==> config.mk <==
export PLATFORM = sky130hd
export DESIGN_NAME = spi_master
export DESIGN_NICKNAME = d
export VERILOG_FILES = /design/src/rtl/spi_master.sv
export SDC_FILE = /design/constraint.sdc
export NUM_CORES = 1
export LEC_CHECK = 0
export ABC_AREA = 0
export CAP_MARGIN = 20
export CELL_PAD_IN_SITES_DETAIL_PLACEMENT = 2
export CELL_PAD_IN_SITES_GLOBAL_PLACEMENT = 2
export CORE_MARGIN = 4
export CORE_UTILIZATION = 30
export DETAILED_ROUTE_END_ITERATION = 6
export DONT_BUFFER_PORTS = 1
export HOLD_SLACK_MARGIN = 0.12
export PLACE_DENSITY = 0.63
export RECOVER_POWER = 50
export SYNTH_ARGS = -nofsm -noshare
export SYNTH_HDL_FRONTEND = slang
export SYNTH_SLANG_ARGS = --single-unit
==> constraint.sdc <==
create_clock -name i_clk -period 2.8 [get_ports i_clk]
set_input_delay 0.28 -clock i_clk [delete_from_list [all_inputs] [get_ports i_clk]]
set_output_delay 0.28 -clock i_clk [all_outputs]
set_load 0.005 [all_outputs]
==> src/rtl/spi_master.sv <==
// ----------------------------------------------------------------------------
// spi_master
//
// Parametrised SPI master for the SoC peripheral bus. It shifts one WIDTH-bit
// word per request, MSB first, in any of the four CPOL/CPHA modes. It drives
// one of NCS active-low chip selects and can keep that select asserted across
// words. The CPU side uses the ex (start) / wa (busy) / rv (valid) / ack
// handshake.
//
// Parameters
//   WIDTH  bits per word (>= 2)
//   NCS    number of chip selects (>= 2)
//   DIVW   width of i_clkdiv
//
// Ports
//   i_clk      sole clock, rising edge only
//   i_rst      asynchronous active-high reset
//   i_clkdiv   sclk half-period H = i_clkdiv + 1 clk cycles
//   i_cpol     sclk idle level
//   i_cpha     0: sample on leading edge, 1: sample on trailing edge
//   i_cs_sel   index of the chip select to drive
//   i_hold     keep the chip select asserted after this word
//   i_so       word to transmit
//   i_ex       start request (level or pulse), taken only while idle
//   i_ack      clears o_rv
//   o_si       received word, all ones while o_rv = 0
//   o_rv       received word valid
//   o_wa       busy
//   o_sclk     SPI clock
//   o_mosi     SPI data out (idles high)
//   i_miso     SPI data in
//   o_cs_n     active-low chip selects
//
// Every output comes straight from a flop.
// ----------------------------------------------------------------------------
module spi_master #(
    parameter int WIDTH = 8,
    parameter int NCS   = 2,
    parameter int DIVW  = 16
) (
    input  logic                   i_clk,
    input  logic                   i_rst,
    input  logic [DIVW-1:0]        i_clkdiv,
    input  logic                   i_cpol,
    input  logic                   i_cpha,
    input  logic [$clog2(NCS)-1:0] i_cs_sel,
    input  logic                   i_hold,
    input  logic [WIDTH-1:0]       i_so,
    input  logic                   i_ex,
    input  logic                   i_ack,
    output logic [WIDTH-1:0]       o_si,
    output logic                   o_rv,
    output logic                   o_wa,
    output logic                   o_sclk,
    output logic                   o_mosi,
    input  logic                   i_miso,
    output logic [NCS-1:0]         o_cs_n
);

    localparam int CSW = $clog2(NCS);
    // The edge counter has to hold values up to 2*WIDTH.
    localparam int ECW = $clog2(2 * WIDTH + 1);
    localparam logic [ECW-1:0] LAST_EDGE  = ECW'(2 * WIDTH);
    localparam logic [ECW-1:0] LAST_SHIFT = ECW'(2 * WIDTH - 2);

    typedef enum logic [2:0] {
        S_IDLE  = 3'd0,
        S_SETUP = 3'd1,
        S_XFER  = 3'd2,
        S_END   = 3'd3,
        S_GAP   = 3'd4
    } state_t;

    state_t r_state;
    state_t w_state_nxt;

    // Values latched when a request is accepted.
    logic [DIVW-1:0]  r_clkdiv;
    logic             r_cpol;
    logic             r_cpha;
    logic [CSW-1:0]   r_cs_sel;
    logic             r_hold;

    // Half-period down-counter and the count of sclk edges already produced.
    logic [DIVW-1:0]  r_div;
    logic [ECW-1:0]   r_edge_cnt;

    // Transmit and receive shift registers.
    logic [WIDTH-1:0] r_tx;
    logic [WIDTH-1:0] r_rx;

    // Set while a chip select stays low in IDLE after a word sent with hold = 1.
    logic             r_cs_held;

    // Output flops.
    logic             r_sclk;
    logic             r_mosi;
    logic [NCS-1:0]   r_cs_n;
    logic             r_wa;
    logic             r_rv;
    logic [WIDTH-1:0] r_si;

    // Decoded strobes.
    logic             w_tick;
    logic             w_accept;
    logic             w_need_gap;
    logic             w_gap_done;
    logic             w_done;
    logic             w_edge_fire;
    logic [ECW-1:0]   w_edge_num;
    logic             w_leading;
    logic             w_sample;
    logic             w_shift;

    // Builds the chip-select pattern that drives only line idx low.
    function automatic logic [NCS-1:0] cs_pattern(input logic [CSW-1:0] idx);
        logic [NCS-1:0] m;
        for (int i = 0; i < NCS; i++) begin
            m[i] = (CSW'(i) != idx);
        end
        return m;
    endfunction

    // Decodes half-period boundaries and classifies the sclk edge due on them.
    always_comb begin
        w_tick      = (r_div == {DIVW{1'b0}});
        w_accept    = (r_state == S_IDLE) && i_ex;
        // The select we are holding belongs to another slave, so it has to be
        // released for a full half-period before the new one drops.
        w_need_gap  = r_cs_held && (r_cs_sel != i_cs_sel);
        w_gap_done  = (r_state == S_GAP) && w_tick;
        w_done      = (r_state == S_END) && w_tick;
        w_edge_num  = r_edge_cnt + ECW'(1);
        // Odd-numbered edges are leading edges, even-numbered ones trailing.
        w_leading   = w_edge_num[0];
        if (w_tick && ((r_state == S_SETUP) ||
                       ((r_state == S_XFER) && (r_edge_cnt != LAST_EDGE)))) begin
            w_edge_fire = 1'b1;
        end else begin
            w_edge_fire = 1'b0;
        end
        w_sample    = w_edge_fire && (w_leading != r_cpha);
        if (r_cpha) begin
            // The MSB is already on mosi, so the first leading edge does not shift.
            w_shift = w_edge_fire && w_leading && (w_edge_num != ECW'(1));
        end else begin
            w_shift = w_edge_fire && !w_leading && (w_edge_num <= LAST_SHIFT);
        end
    end

    // State register.
    always_ff @(posedge i_clk or posedge i_rst) begin
        if (i_rst) begin
            r_state <= S_IDLE;
        end else begin
            r_state <= w_state_nxt;
        end
    end

    // Next-state logic. Every non-idle state lasts whole half-periods.
    always_comb begin
        w_state_nxt = r_state;
        case (r_state)
            S_IDLE: begin
                if (i_ex) begin
                    if (w_need_gap) begin
                        w_state_nxt = S_GAP;
                    end else begin
                        w_state_nxt = S_SETUP;
                    end
                end else begin
                    w_state_nxt = S_IDLE;
                end
            end
            S_GAP: begin
                if (w_tick) begin
                    w_state_nxt = S_SETUP;
                end else begin
                    w_state_nxt = S_GAP;
                end
            end
            S_SETUP: begin
                if (w_tick) begin
                    w_state_nxt = S_XFER;
                end else begin
                    w_state_nxt = S_SETUP;
                end
            end
            S_XFER: begin
                // Stay through the half-period that follows the final edge.
                if (w_tick && (r_edge_cnt == LAST_EDGE)) begin
                    w_state_nxt = S_END;
                end else begin
                    w_state_nxt = S_XFER;
                end
            end
            S_END: begin
                if (w_tick) begin
                    w_state_nxt = S_IDLE;
                end else begin
                    w_state_nxt = S_END;
                end
            end
            default: begin
                w_state_nxt = S_IDLE;
            end
        endcase
    end

    // Half-period divider: loads on acceptance, then reloads at each boundary.
    always_ff @(posedge i_clk or posedge i_rst) begin
        if (i_rst) begin
            r_div <= {DIVW{1'b0}};
        end else if (w_accept) begin
            r_div <= i_clkdiv;
        end else if (r_state == S_IDLE) begin
            r_div <= r_div;
        end else if (w_tick) begin
            r_div <= r_clkdiv;
        end else begin
            r_div <= r_div - DIVW'(1);
        end
    end

    // Transfer datapath: request latching, sclk/mosi/cs_n and the shift registers.
    always_ff @(posedge i_clk or posedge i_rst) begin
        if (i_rst) begin
            r_clkdiv   <= {DIVW{1'b0}};
            r_cpol     <= 1'b0;
            r_cpha     <= 1'b0;
            r_cs_sel   <= {CSW{1'b0}};
            r_hold     <= 1'b0;
            r_tx       <= {WIDTH{1'b0}};
            r_rx       <= {WIDTH{1'b0}};
            r_edge_cnt <= {ECW{1'b0}};
            r_cs_held  <= 1'b0;
            r_sclk     <= 1'b0;
            r_mosi     <= 1'b1;
            r_cs_n     <= {NCS{1'b1}};
            r_wa       <= 1'b0;
        end else if (w_accept) begin
            r_clkdiv   <= i_clkdiv;
            r_cpol     <= i_cpol;
            r_cpha     <= i_cpha;
            r_cs_sel   <= i_cs_sel;
            r_hold     <= i_hold;
            r_tx       <= i_so;
            r_rx       <= {WIDTH{1'b0}};
            r_edge_cnt <= {ECW{1'b0}};
            r_wa       <= 1'b1;
            r_sclk     <= i_cpol;
            if (w_need_gap) begin
                r_cs_n    <= {NCS{1'b1}};
                r_cs_held <= 1'b0;
                r_mosi    <= 1'b1;
            end else begin
                r_cs_n    <= cs_pattern(i_cs_sel);
                r_mosi    <= i_so[WIDTH-1];
            end
        end else if (w_gap_done) begin
            r_cs_n <= cs_pattern(r_cs_sel);
            r_mosi <= r_tx[WIDTH-1];
        end else if (w_edge_fire) begin
            r_sclk     <= ~r_sclk;
            r_edge_cnt <= w_edge_num;
            // miso is captured on the same clk edge that creates the sampling sclk edge.
            if (w_sample) begin
                r_rx <= {r_rx[WIDTH-2:0], i_miso};
            end
            if (w_shift) begin
                r_mosi <= r_tx[WIDTH-2];
                r_tx   <= {r_tx[WIDTH-2:0], 1'b0};
            end
        end else if (w_done) begin
            r_wa   <= 1'b0;
            r_mosi <= 1'b1;
            r_sclk <= r_cpol;
            if (r_hold) begin
                r_cs_held <= 1'b1;
            end else begin
                r_cs_n    <= {NCS{1'b1}};
                r_cs_held <= 1'b0;
            end
        end
    end

    // Receive-valid flag and output word. A completion takes priority over ack.
    always_ff @(posedge i_clk or posedge i_rst) begin
        if (i_rst) begin
            r_rv <= 1'b0;
            r_si <= {WIDTH{1'b1}};
        end else if (w_done) begin
            r_rv <= 1'b1;
            r_si <= r_rx;
        end else if (w_accept) begin
            r_rv <= 1'b0;
            r_si <= {WIDTH{1'b1}};
        end else if (i_ack && r_rv) begin
            r_rv <= 1'b0;
            r_si <= {WIDTH{1'b1}};
        end
    end

    assign o_sclk = r_sclk;
    assign o_mosi = r_mosi;
    assign o_cs_n = r_cs_n;
    assign o_wa   = r_wa;
    assign o_rv   = r_rv;
    assign o_si   = r_si;

endmodule

# Yosys cells after proc, flatten, opt, wreduce, memory -nomap -nowiden
# Index checks and enable logic that the tools add are counted.
word_totals:
  ff_bits: 75
  in_bits: 33
  out_inout_bits: 14
  word_cells: 127
op_classes:
  addsub: 2
  magnitude_cmp: 1
  n_eq_ne: 16
  muxes: 55
  bitwise_logic: 3
  n_reduce_logical: 33
ops:
  columns: ["op", "count"]
  rows:
  - ["$mux 8", 11]
  - ["$mux 16", 3]
  - ["$mux 1", 26]
  - ["$logic_not 16->1", 1]
  - ["$mux 2", 8]
  - ["$sub 16x1->16 const B", 1]
  - ["$mux 5", 3]
  - ["$pmux 3 s5", 1]
  - ["$logic_and 1x1->1", 13]
  - ["$reduce_and 3->1", 4]
  - ["$mux 3", 3]
  - ["$reduce_bool 3->1", 3]
  - ["$reduce_bool 2->1", 4]
  - ["$eq 3x2->1 const B", 2]
  - ["$ne 2x2->1 const B", 3]
  - ["$reduce_and 2->1", 3]
  - ["$add 5x1->5 const B", 1]
  - ["$eq 5x5->1 const B", 1]
  - ["$le 5x4->1 const B", 1]
  - ["$ne 5x1->1 const B", 1]
  - ["$ne 5x5->1 const B", 1]
  - ["$ne 4x3->1 const B", 1]
  - ["$reduce_and 4->1", 1]
  - ["$reduce_bool 4->1", 1]
  - ["other kinds (10)", 13]

# Depth between registers and ports, before layout
# Gate-level depths: netlist (run 1).
depth:
  depth_word: 12
  depth_mapped: 10
  depth_no_buf: 8

# Least setup slack after synthesis (run 1)
# Ideal clock, no wire load.
synth_timing:
  path_type: "reg2reg"
  from: "reg r_edge_cnt[0]"
  to: "reg r_tx[3]"
  setup_time_ns: 0.130
  arrival_time_ns: 2.295
  t_required_ns: 2.670
  setup_slack_ns: 0.375
  stages_incl_launch_ff: 10
  n_path_buf: 2
  period_less_slack_ns: 2.425
  path_cell_list: "dfrtp_1 -> ha_1 -> clkbuf_1 -> xor2_1 -> or4b_2 -> a32o_1 -> a21o_1 -> buf_2 -> nor2_1 -> a31oi_1"
synth_between:
  elab_chain_len: 10
  elab_cells_between_ends: 17
  cone_classes: "add/sub (1); order compare (1); eq/ne (2); mux (2); reduce/logical (11)"
synth_lines:
  columns: ["element", "line", "text"]
  rows:
  - ["start, declared", "86", "logic [ECW-1:0] r_edge_cnt;"]
  - ["start signal, assigned", "235", "r_edge_cnt <= {ECW{1'b0}};"]
  - ["start signal, assigned", "249", "r_edge_cnt <= {ECW{1'b0}};"]
  - ["start signal, assigned", "265", "r_edge_cnt <= w_edge_num;"]
  - ["parallel branches: the longest is 9 deep, another holds $add 5x1->5", null, null]
  - ["$reduce_and 3->1 (no line) *", null, null]
  - ["end signal, assigned", "233", "r_tx <= {WIDTH{1'b0}};"]
  - ["end signal, assigned", "247", "r_tx <= i_so;"]
  - ["end signal, assigned", "272", "r_tx <= {r_tx[WIDTH-2:0], 1'b0};"]
  - ["end, declared", "89", "logic [WIDTH-1:0] r_tx;"]
# Every way passes the cells marked *.
# A chain may end at the register's enable or synchronous reset.

# Final worst setup path (run 1)
layout_timing:
  from: "reg r_edge_cnt[0]"
  to: "reg r_tx[6]"
# Same word-level chain as after synthesis.

==> metrics.md, run 1 <==
| Metric | Value |
|---|---|
| Worst EP required | 2.99 ns |
| First-pass GRT wire length | between 15 and 20 mm |
| Startpoint types | flip-flop |
| Reg-to-Reg End | r_tx[6] |
| Non-Filler Instances | 651 |
| Die ar. | between 10000 and 15000 um2 |
| Post-route DRC | 0 |
| Max Clk Rate | 0.389 GHz |
| TritonRoute pass-1 iters | 6 |
| Main synth FF type | dfrtp_1 |
| Crit end category | flip-flop |
| WL per Instance | approximately 18 um |
| Diodes inserted | 0 |
| Fin. max-slew vios | 42 |
| Synthesis Warnings | 0 |
| Worst-path cell chain | ha_1 > xor2_1 > or4b_2 > a32o_1 > a21o_1 > nor2_1 > a31oi_1 |
| Final GP Congestion | 0.800 |
| EDFF count, synth | 0 |
| Net Sw Power | 526 uW |
| Area grow syn2layout | 21.5% |
| CTS root buffer | clkbuf_16 |
| Post-Syn Instances | ~440 |
| Failing checks | max-capacitance violations, max-slew violations |
| Crit path largest cell delay | around 0.60 ns |
| Worst-path fanout max | 15 |
| CP Launch Point | r_edge_cnt[0] |
| CTS resizes | 0 |
| TritonCTS clock tree | built |
| Final Total Pwr | 2.36 mW |
| Critical R2R Launch | r_edge_cnt[0] |
| Period utilization | 0.918 |
| DR iter-0 viols | 94 |
| NumNets Final | around 510 |
| ANT nets after route | 0 |
| Std cell rows | between 40 and 50 |
| CP arrival | 2.76 ns |
| Number of I/O port buffers | 0 |
| Leakage | ~2 nW |
| Post-synthesis sequential area ratio | 0.487 |
| DR vias | between 3000 and 4000 |
| Post-DP HPWL | roughly 8.2 mm |
| Number of global-route vias before repair | approximately 3600 |
| Async SR Flop Fraction | 1.00 |
| Slew HR | -0.294 |
| Critical path endpoint | r_tx[6] |
| Worst min-delay path class | in -> reg |
| MaxCap Viol Count | 1 |
| Final Critical Period | between 2 and 3 ns |
| Hold slack final | 0.152 ns |
| Clk slew on worst S/H paths | approximately 0.070 ns |
| GRT Total Usage | 0.169 |
| Most frequent cells in the layout | nand2_1, dfrtp_1, nor2_1 |
| Starting Density | 0.306 |
| Flop and latch count out of synthesis | 75 |
| Cells after DPL | between 600 and 700 |
| Die Span Y | 122 um |
| Htree depth | 3 |
| Pint | about 1.8 mW |
| Avg Vias per Cell | roughly 5.2 |
| Seq pwr share | 0.470 |
| Initial antenna violation count | 0 |
| Yosys cell types | 57 |
| Layout cells sized above 1 | 0.0898 |
| Clock network fraction of total power | 0.496 |
| Final WL | 11.7 mm |
| Switching part of the total | 0.223 |
| Final hold violation count | 0 |
| Comb power frac | 0.034 |
| Worst slew pin tran | between 1.5 and 2 ns |
| Post-Syn Nets | 478 |
| CP Class | reg -> reg |
| Worst VDD drop | around 0.00034 V |
| CP max stage cell | or4b_2 |
| Clk_skew | approximately 0.0094 ns |
| RSZ-0062 raised after global routing | false |
| TritonCTS buffer count | 9 |
| Setup TNS | 0 ns |
| Die Wd | between 100 and 150 um |
| Commonest non-fill, non-tap cell in the layout | nand2_1 |
| Clk sinks | 75 |
| Status | finished, violations left |
| Endpoints failing setup | 0 |
| Avg Inst Size Synth | 8.80 um2 |
| R2R setup slack | around 0.23 ns |
| Overflow after GRT | 0 |
| Pwr Density | 500 nW/um2 |
| Synth Cell Area | a little under 4000 um2 |
| CTS Buffer Depth | 2 |
| Core ar. | roughly 13000 um2 |
| Io pins | 47 |
| Clk_lat worst skew | between 0.3 and 0.4 ns |
| Worst Reg-to-Reg Cells | 7 |
| Largest net degree at the start of global routing | 42 |
## how the worst min path moves through the flow
stage / start / to / slack, ns / cells past startpoint
2_1_floorplan: i_clkdiv[0] / r_clkdiv[0] / 0.39 / 2
3_3_place_gp: i_rst / r_cpha / 0.32 / 1
3_5_place_dp: i_rst / r_cpha / 0.32 / 1
4_1_cts: i_so[7] / o_mosi / 0.14 / 2
5_1_grt: i_cs_sel / o_cs_n[0] / 0.15 / 2
6_report: i_clkdiv[5] / r_div[5] / 0.15 / 2
## cell type report
type                            count  area [um2]
Fill cell                        1436        7960
Inverter                            7        27.5
Tap cell                          172         215
Clock buffer                       10         229
Sequential cell                    75        1890
Clock inverter                      6        65.1
Timing Repair Buffer               49         440
Multi-Input combinational cell    332        1850
## cell families (layout without fill, tap and decap cells)
kind of cell,Yosys count,after routing,synth area share
AOI/OAI and AO/OA,92,92,0.158
buffers and inverters,34,72,0.0371
adders and majority gates,4,4,0.0129
xor gates and xnor gates,4,4,0.00902
DFF,75,75,0.487
muxes,10,10,0.0258
and+or+nand+nor,222,222,0.270
## critical path: cells and delay by family, from the launching register on
kind	cells	cell delay, ns
fa+ha+maj	1	0.35
flops	1	0.48
xor+xnor	1	0.17
simple gates	2	0.76
compound gates	3	0.65
## metrics by stage
step	worst slack [ns]	util	area, um2
floorplan	0.375	-	3880
global placement	0.329	0.325	4120
detailed placement	0.222	0.325	4120
CTS	0.210	0.373	4720
global route	0.00615	0.372	4720
finish	0.229	0.372	4720
## power by group through the flow
stage / combinational, mW / clock, mW / sequential (mW)
6_report: 0.0809 / 1.17 / 1.11
5_1_grt: 0.0917 / 1.26 / 1.11
3_3_place_gp: 0.0473 / 0 / 1.13
2_1_floorplan: 0.0407 / 0 / 1.13
4_1_cts: 0.0836 / 1.21 / 1.11
3_5_place_dp: 0.0485 / 0 / 1.13
## sequential cells by signal, indices dropped and copies added (netlist names), 2 cells and up
name	count
o_cs_n	2
o_si	8
r_clkdiv	16
r_div	16
r_edge_cnt	5
r_rx	8
r_state	3
r_tx	8
## what timing repair did
| item | in CTS | in global routing |
|---|---|---|
| setup buffers | 0 | 0 |
| hold endpoints to repair | 69 | 0 |
| hold buffers | 31 | 0 |
## per-layer routing
| metal | GRT usage | wire length [um] | vias up | part of all wire |
|---|---|---|---|---|
| li1 | - | - | 1617 | - |
| met1 | 0.225 | 5490 | 1712 | 0.47 |
| met2 | 0.281 | 5710 | 35 | 0.49 |
| met3 | 0.0357 | 337 | 9 | 0.029 |
| met4 | 0.0420 | 124 | 0 | 0.011 |
| met5 | 0 | 0 | - | 0 |
## cell usage after synthesis, types with 9 or more instances
master | number | area share
nand2_1 | 119 | 0.12
o21ai_0 | 29 | 0.037
clkbuf_1 | 18 | 0.017
nor3_1 | 15 | 0.019
o211ai_1 | 10 | 0.019
mux2i_1 | 10 | 0.026
nand3_1 | 11 | 0.014
dfstp_2 | 11 | 0.074
a31oi_1 | 9 | 0.015
nor2_1 | 39 | 0.038
a21oi_1 | 10 | 0.013
dfrtp_1 | 64 | 0.41
Note: power is estimated with default switching activity, not from simulation.
==> run 2: changes to the inputs <==
CTS_BUF_LIST = sky130_fd_sc_hd__clkbuf_4 sky130_fd_sc_hd__clkbuf_8   (was default)
TNS_END_PERCENT = 1   (was default)
==> run 2 against run 1 <==
Compared with the run above: the run still ends with max-capacitance violations, max-slew violations left; wire length decreased by 0.28%; flip-flop and latch count unchanged; die area unchanged; clock skew increased by 0.0058 ns; first-iteration DRC count increased by 35%; global-route usage decreased by 0.070 points; design area decreased by 1.7%; register-to-register slack improved by 0.07 ns; hold slack got worse by 0.021 ns; core utilization decreased by 0.64 points; cell count increased by 0.15%; critical path type unchanged; largest cell class unchanged.
==> metrics.md, run 2 (synthesized netlist as in run 1, its figures left out) <==
| Metric | Value |
|---|---|
| TritonCTS buffer count | 9 (unchanged) |
| MaxCap Viol Count | 1 (unchanged) |
| Endpoints failing setup | 0 (unchanged) |
| Startpoint types | flip-flop |
| Number of I/O port buffers | 0 (unchanged) |
| Clk_lat worst skew | 0.37 ns (+0.03 ns) |
| Met1 WL | 5.47 mm (-0.20%) |
| Largest net degree at the start of global routing | 42 (unchanged) |
| Switching part of the total | 0.241 (+0.0183) |
| Hold path depth | 2 (unchanged) |
| Io pins | 47 (unchanged) |
| Number of fill cells in the layout | 1444 (+0.56%) |
| Crit path largest cell delay | 0.60 ns (about the same) |
| Clock network fraction of total power | 0.422 (-0.074) |
| Post-DP HPWL | 8.19 mm (unchanged) |
| CTS Buffer Depth | 2 (unchanged) |
| Htree depth | 3 (unchanged) |
| Failing checks | max-capacitance violations, max-slew violations |
| Commonest non-fill, non-tap cell in the layout | nand2_1 |
| DR vias | 3373 (unchanged) |
| Area grow syn2layout | 19.4% |
| Net Sw Power | 498 uW (-5.4%) |
| Final Instance Area | 4630 um2 (-1.7%) |
| Setup TNS | 0 ns (unchanged) |
| Metal3 WL | 301 um (-11%) |
| Reg-to-Reg End | r_tx[6] |
| Clk_skew | 0.0152 ns (+0.00576 ns) |
| Critical R2R Launch | r_edge_cnt[0] |
| First-pass GRT wire length | 19.5 mm (-0.42%) |
| CTS root buffer | clkbuf_8 |
| DR WL met2 | 5.74 mm (+0.37%) |
| Worst min-delay path class | in -> reg |
| Worst-path cell chain | ha_1 > xor2_1 > or4b_2 > a32o_1 > a21o_2 > nor2_1 > a31oi_1 |
| Most frequent cells in the layout | nand2_1, dfrtp_1, nor2_1 |
| Clk slew on worst S/H paths | 0.09 ns (+0.02 ns) |
| Slew HR | -0.300 (-0.00527) |
| Registers with the most flip-flops | r_clkdiv (16), r_div (16) |
| Pint | 1.56 mW (-15%) |
| Starting Density | 0.306 (unchanged) |
| Placed cell area | 4120 um2 (unchanged) |
| Worst-path fanout max | 15 (unchanged) |
| Min-Delay Endpoint | r_div[13] |
| Die ar. | 14800 um2 (unchanged) |
| Avg Vias per Cell | 5.17 (-0.15%) |
| CP arrival | 2.74 ns (-0.02 ns) |
| DR iter-0 viols | 127 (+35%) |
| Final Critical Period | 2.50 ns (-0.0674 ns) |
| Core ar. | 12700 um2 (unchanged) |
| Final hold violation count | 0 (unchanged) |
| Period utilization | 0.894 (-0.0241) |
| Layout cells sized above 1 | 0.0958 (+0.00606) |
| R2R setup slack | 0.30 ns (+0.07 ns) |
| Worst EP required | 3.03 ns (+0.04 ns) |
| Std cell rows | 41 (unchanged) |
| Max Clk Rate | 0.400 GHz (+2.7%) |
| Diodes inserted | 0 (unchanged) |
| Worst Reg-to-Reg Cells | 7 (unchanged) |
| Final WL | 11.6 mm (-0.28%) |
| GRT Total Usage | 0.168 (-0.000703) |
| ANT nets after route | 0 (unchanged) |
| Overflow after GRT | 0 (unchanged) |
| Worst slew pin tran | 1.94 ns (+0.00786 ns) |
| Initial antenna violation count | 0 (unchanged) |
| CP max stage cell | or4b_2 |
| Number of global-route vias before repair | 3584 (-0.14%) |
| FF+latch area | 1890 um2 (unchanged) |
| Status | finished, violations left |
| Leakage | 1.97 nW (-1.9%) |
| Final GP Congestion | 0.800 (unchanged) |
| Multi-input gate area | 1850 um2 (+0.34%) |
| Pwr Density | 445 nW/um2 (-11%) |
| Top Layer Used | met4 |
| Comb power frac | 0.041 (+0.007) |
| Crit end category | flip-flop |
| TritonCTS clock tree | built |
| Fin. max-slew vios | 42 (unchanged) |
| NumNets Final | 512 (+0.20%) |
| WL per Instance | 17.8 um (-0.44%) |
| Die Wd | 122 um (unchanged) |
| Die Span Y | 122 um (unchanged) |
| Worst VDD drop | 0.000241 V (-28%) |
| Clk sinks | 75 (unchanged) |
| RSZ-0062 raised after global routing | false |
| Worst Hold Launch | i_clkdiv[13] |
| Post-route DRC | 0 (unchanged) |
| CP Class | reg -> reg |
| Seq pwr share | 0.537 (+0.067) |
| TritonRoute pass-1 iters | 4 (-2) |
run 2: cell types whose count changed in the layout (fill, tap and decap cells not counted):
cell and change:
o31ai_2 +1, o31ai_1 -1, clkbuf_16 -9, a21o_1 -1, clkbuf_4 +1, clkbuf_8 +9
a21o_2 +1, clkbuf_1 -1, dlygate4sd3_1 +1
run 2: worst max-delay path: cells and delay by family, from the launching register on:
kind | cells | cell delay [ns]
and+or+nand+nor | 2 | 0.73
AOI/OAI and AO/OA | 3 | 0.63
DFF | 1 | 0.49
adders and majority gates | 1 | 0.35
xor gates and xnor gates | 1 | 0.17
run 2: through the flow:
stage	setup slack, ns	power [mW]	utilization	std cells	hold WS, ns
final	0.297	2.06	0.366	652	0.131
after detailed placement	0.222	1.18	0.325	604	0.321
after global placement	0.329	1.18	0.325	604	0.320
after CTS	0.201	2.10	0.366	652	0.121
after floorplan	0.375	1.17	-	441	0.385
after global routing	0.0837	2.16	0.366	652	0.140
run 2: timing repair:
item	in CTS	in global routing
hold buffers	32	0
setup endpoints to repair	0	2
gates resized for setup	0	2
buffers inserted	0	0
hold endpoints to repair	77	0
run 2: worst max-delay path by stage:
| stage | slack, ns | from | to | cells past startpoint |
|---|---|---|---|---|
| global route | 0.08 | r_div[0] | o_cs_n[1] | 8 |
| finish | 0.30 | r_edge_cnt[0] | r_tx[6] | 7 |
| global placement | 0.33 | r_edge_cnt[0] | r_tx[3] | 7 |
| floorplan | 0.37 | r_edge_cnt[0] | r_tx[3] | 9 |
| detailed placement | 0.22 | r_edge_cnt[0] | r_tx[1] | 7 |
| CTS | 0.20 | r_edge_cnt[0] | r_tx[6] | 7 |
run 2: cell type report:
cell class | instances | area share
flip-flops and latches | 75 | 0.408
multi-input cells | 332 | 0.400
clock buffers | 10 | 0.0283
well taps | 172 | 0.0464
repair buffers | 50 | 0.0972
inverters | 7 | 0.00594
clock inverters | 6 | 0.0140
run 2: power by group through the flow:
stage                     combinational [mW]  clock, mW  sequential [mW]
after global placement                0.0473          0             1.13
after CTS                             0.0873      0.904             1.11
after detailed placement              0.0485          0             1.13
after global routing                  0.0951      0.952             1.11
after floorplan                       0.0407          0             1.13
final                                 0.0845      0.871             1.11
run 2: metal layers:
layer	global-route usage	up-vias
met2	0.280	36
met5	0	-
met4	0.0420	0
met3	0.0357	9
met1	0.223	1716
li1	-	1612
==> run 3: changes to the inputs <==
HOLD_SLACK_MARGIN = default   (was 0.12)
PLACE_DENSITY = 0.65   (was 0.63)
clock period = 2.3 ns   (was 2.8 ns; I/O delays follow)
==> run 3 against run 2 <==
Compared with the run above: sequential share of layout area decreased by 1.2 points; clock skew decreased by 0.0068 ns; critical endpoint is now r_tx[3]; flip-flop and latch count unchanged; critical path type unchanged; clock-buffer cell count unchanged; global-route usage increased by 0.86 points; largest power group unchanged; wire length increased by 5.8%; the flow still finishes with violations (max-capacitance violations, max-slew violations).
==> metrics.md, run 3 (synthesized netlist as in run 1, its figures left out) <==
| Metric | Value |
|---|---|
| Leakage | 2.08 nW (+5.7%) |
| Commonest non-fill, non-tap cell in the layout | nand2_1 |
| First-pass GRT wire length | 20.2 mm (+3.6%) |
| Die Span Y | 122 um (unchanged) |
| Die ar. | 14800 um2 (unchanged) |
| CP Class | reg -> reg |
| CP Launch Point | r_edge_cnt[1] |
| Fin. max-slew vios | 32 (-24%) |
| Core ar. | 12700 um2 (unchanged) |
| Final Critical Period | 2.23 ns (-0.272 ns) |
| Clk_lat worst skew | 0.38 ns (about the same) |
| Slew HR | -0.0511 (+0.249) |
| Comb power frac | 0.041 (about the same) |
| Diodes inserted | 0 (unchanged) |
| Max Clk Rate | 0.448 GHz (+12%) |
| Crit path largest cell delay | 0.61 ns (about the same) |
| Startpoint types | flip-flop |
| Failing checks | max-capacitance violations, max-slew violations |
| Final hold violation count | 0 (unchanged) |
| Worst min-delay path class | in -> reg |
| TritonCTS buffer count | 9 (unchanged) |
| Registers with the most flip-flops | r_clkdiv (16), r_div (16) |
| MaxCap Viol Count | 1 (unchanged) |
| Number of global-route vias before repair | 3747 (+4.5%) |
| Layout cells sized above 1 | 0.167 (+0.0708) |
| Cells after DPL | 617 (+2.2%) |
| Worst VDD drop | 0.000253 V (+5.4%) |
| Starting Density | 0.306 (unchanged) |
| Endpoints failing setup | 0 (unchanged) |
| RSZ-0062 raised after global routing | true |
| Final WL | 12.3 mm (+5.8%) |
| Net Sw Power | 621 uW (+25%) |
| CP max stage cell | or4b_2 |
| Clk sinks | 75 (unchanged) |
| Largest net degree at the start of global routing | 45 (+7.1%) |
| Clk slew on worst S/H paths | 0.09 ns (about the same) |
| TritonCTS clock tree | built |
| Area grow syn2layout | 23.3% |
| Post-DP HPWL | 8.64 mm (+5.5%) |
| CTS root buffer | clkbuf_8 |
| Clock network fraction of total power | 0.404 (-0.018) |
| Worst Hold Launch | i_clkdiv[6] |
| Crit path buf inv count | 0 (unchanged) |
| Number of I/O port buffers | 0 (unchanged) |
| Final GP Congestion | 0.810 (+1.3%) |
| CP top delay family | simple AND/OR/NAND/NOR gates |
| Worst-path cell chain | ha_4 > xor2_1 > or4b_2 > a32o_2 > a21o_4 > nor2_1 > a31oi_1 |
| Crit end category | flip-flop |
| Htree depth | 3 (unchanged) |
| Critical R2R Launch | r_edge_cnt[1] |
| DR iter-0 viols | 143 (+13%) |
| Pint | 1.81 mW (+16%) |
| NumNets Final | 524 (+2.3%) |
| ANT nets after route | 0 (unchanged) |
| Switching part of the total | 0.255 (+0.0139) |
| Post-route DRC | 0 (unchanged) |
| Die Wd | 122 um (unchanged) |
| Pwr Density | 508 nW/um2 (+14%) |
| Hold slack final | 0.00934 ns (-0.122 ns) |
| DR vias | 3450 (+2.3%) |
| Clk_skew | 0.00836 ns (-0.00685 ns) |
| Std cell rows | 41 (unchanged) |
| Status | finished, violations left |
| Worst-path fanout max | 15 (unchanged) |
| Worst EP required | 2.56 ns (-0.47 ns) |
| WL per Instance | 18.5 um (+3.8%) |
| Avg Vias per Cell | 5.20 (+0.43%) |
| Seq pwr share | 0.556 (+0.019) |
| Most frequent cells in the layout | nand2_1, dfrtp_1, nor2_1 |
| Worst slew pin tran | 1.57 ns (-0.371 ns) |
| GRT Total Usage | 0.177 (+0.00860) |
| Period utilization | 0.970 (+0.0761) |
| CTS Buffer Depth | 2 (unchanged) |
| Non-Filler Instances | 664 (+1.8%) |
| CP arrival | 2.49 ns (-0.25 ns) |
| Io pins | 47 (unchanged) |
| Overflow after GRT | 0 (unchanged) |
| TritonRoute pass-1 iters | 4 (unchanged) |
| Initial antenna violation count | 0 (unchanged) |
[run 3: final timing paths]
path                                to  slack [ns]  depth (start not counted)
hold / removal             r_clkdiv[6]       0.009                          2
hold reg to reg            r_clkdiv[0]        0.48                          2
setup / recovery               r_tx[3]        0.07                          7
max in group asynchronous       o_mosi        0.73                          3
min in group asynchronous  r_clkdiv[8]        0.68                          2
setup reg to reg               r_tx[3]        0.07                          7
[run 3: final cells by class]
| type | instances | area (um2) |
|---|---|---|
| multi-input cells | 332 | 1910 |
| inverters | 7 | 27.5 |
| fillers | 1430 | 7880 |
| well taps | 172 | 215 |
| repair buffers | 62 | 561 |
| clock buffers | 10 | 138 |
| clock inverters | 6 | 41.3 |
| flip-flops and latches | 75 | 1890 |
[run 3: routing by layer]
layer,routed length [um],share of wire,up-vias,global-route usage
met1,5650,0.46,1758,0.225
met4,184,0.015,0,0.0546
met5,0,0,-,0
met3,303,0.025,15,0.0385
li1,-,-,1630,-
met2,6160,0.50,47,0.300
[run 3: worst reg2reg max path, delay by kind of cell (launching register included)]
| family | cells | cell delay, ns |
|---|---|---|
| adder cells (fa/ha/maj) | 1 | 0.18 |
| XOR/XNOR | 1 | 0.14 |
| AND/OR/NAND/NOR | 2 | 0.73 |
| flip-flops | 1 | 0.46 |
| AO/OA/AOI/OAI | 3 | 0.60 |
[run 3: repair_timing]
action,4_1_cts,5_1_grt
endpoints found under the setup margin,14,32
buffers inserted,0,3
endpoints found under the hold margin,60,0
hold buffers,28,0
pin swaps,1,3
gates resized for setup,2,9
[run 3: power by group through the flow]
| stage | clock network [mW] | logic [mW] | registers (mW) |
|---|---|---|---|
| 3_5_place_dp | 0 | 0.0633 | 1.38 |
| 5_1_grt | 1.08 | 0.113 | 1.35 |
| 4_1_cts | 1.02 | 0.102 | 1.35 |
| 2_1_floorplan | 0 | 0.0495 | 1.37 |
| 3_3_place_gp | 0 | 0.0614 | 1.38 |
| 6_report | 0.982 | 0.0991 | 1.35 |
[run 3: stage by stage]
stage	power, mW	setup WS, ns	area (um2)	setup TNS [ns]	utilization
finish	2.43	0.0689	4790	0	0.378
detailed placement	1.44	-0.0548	4250	-0.337	0.336
CTS	2.47	0.000964	4720	0	0.372
global route	2.54	-0.0501	4790	-0.312	0.378
floorplan	1.42	0.00372	3910	0	-
global placement	1.44	0.0649	4250	0	0.336
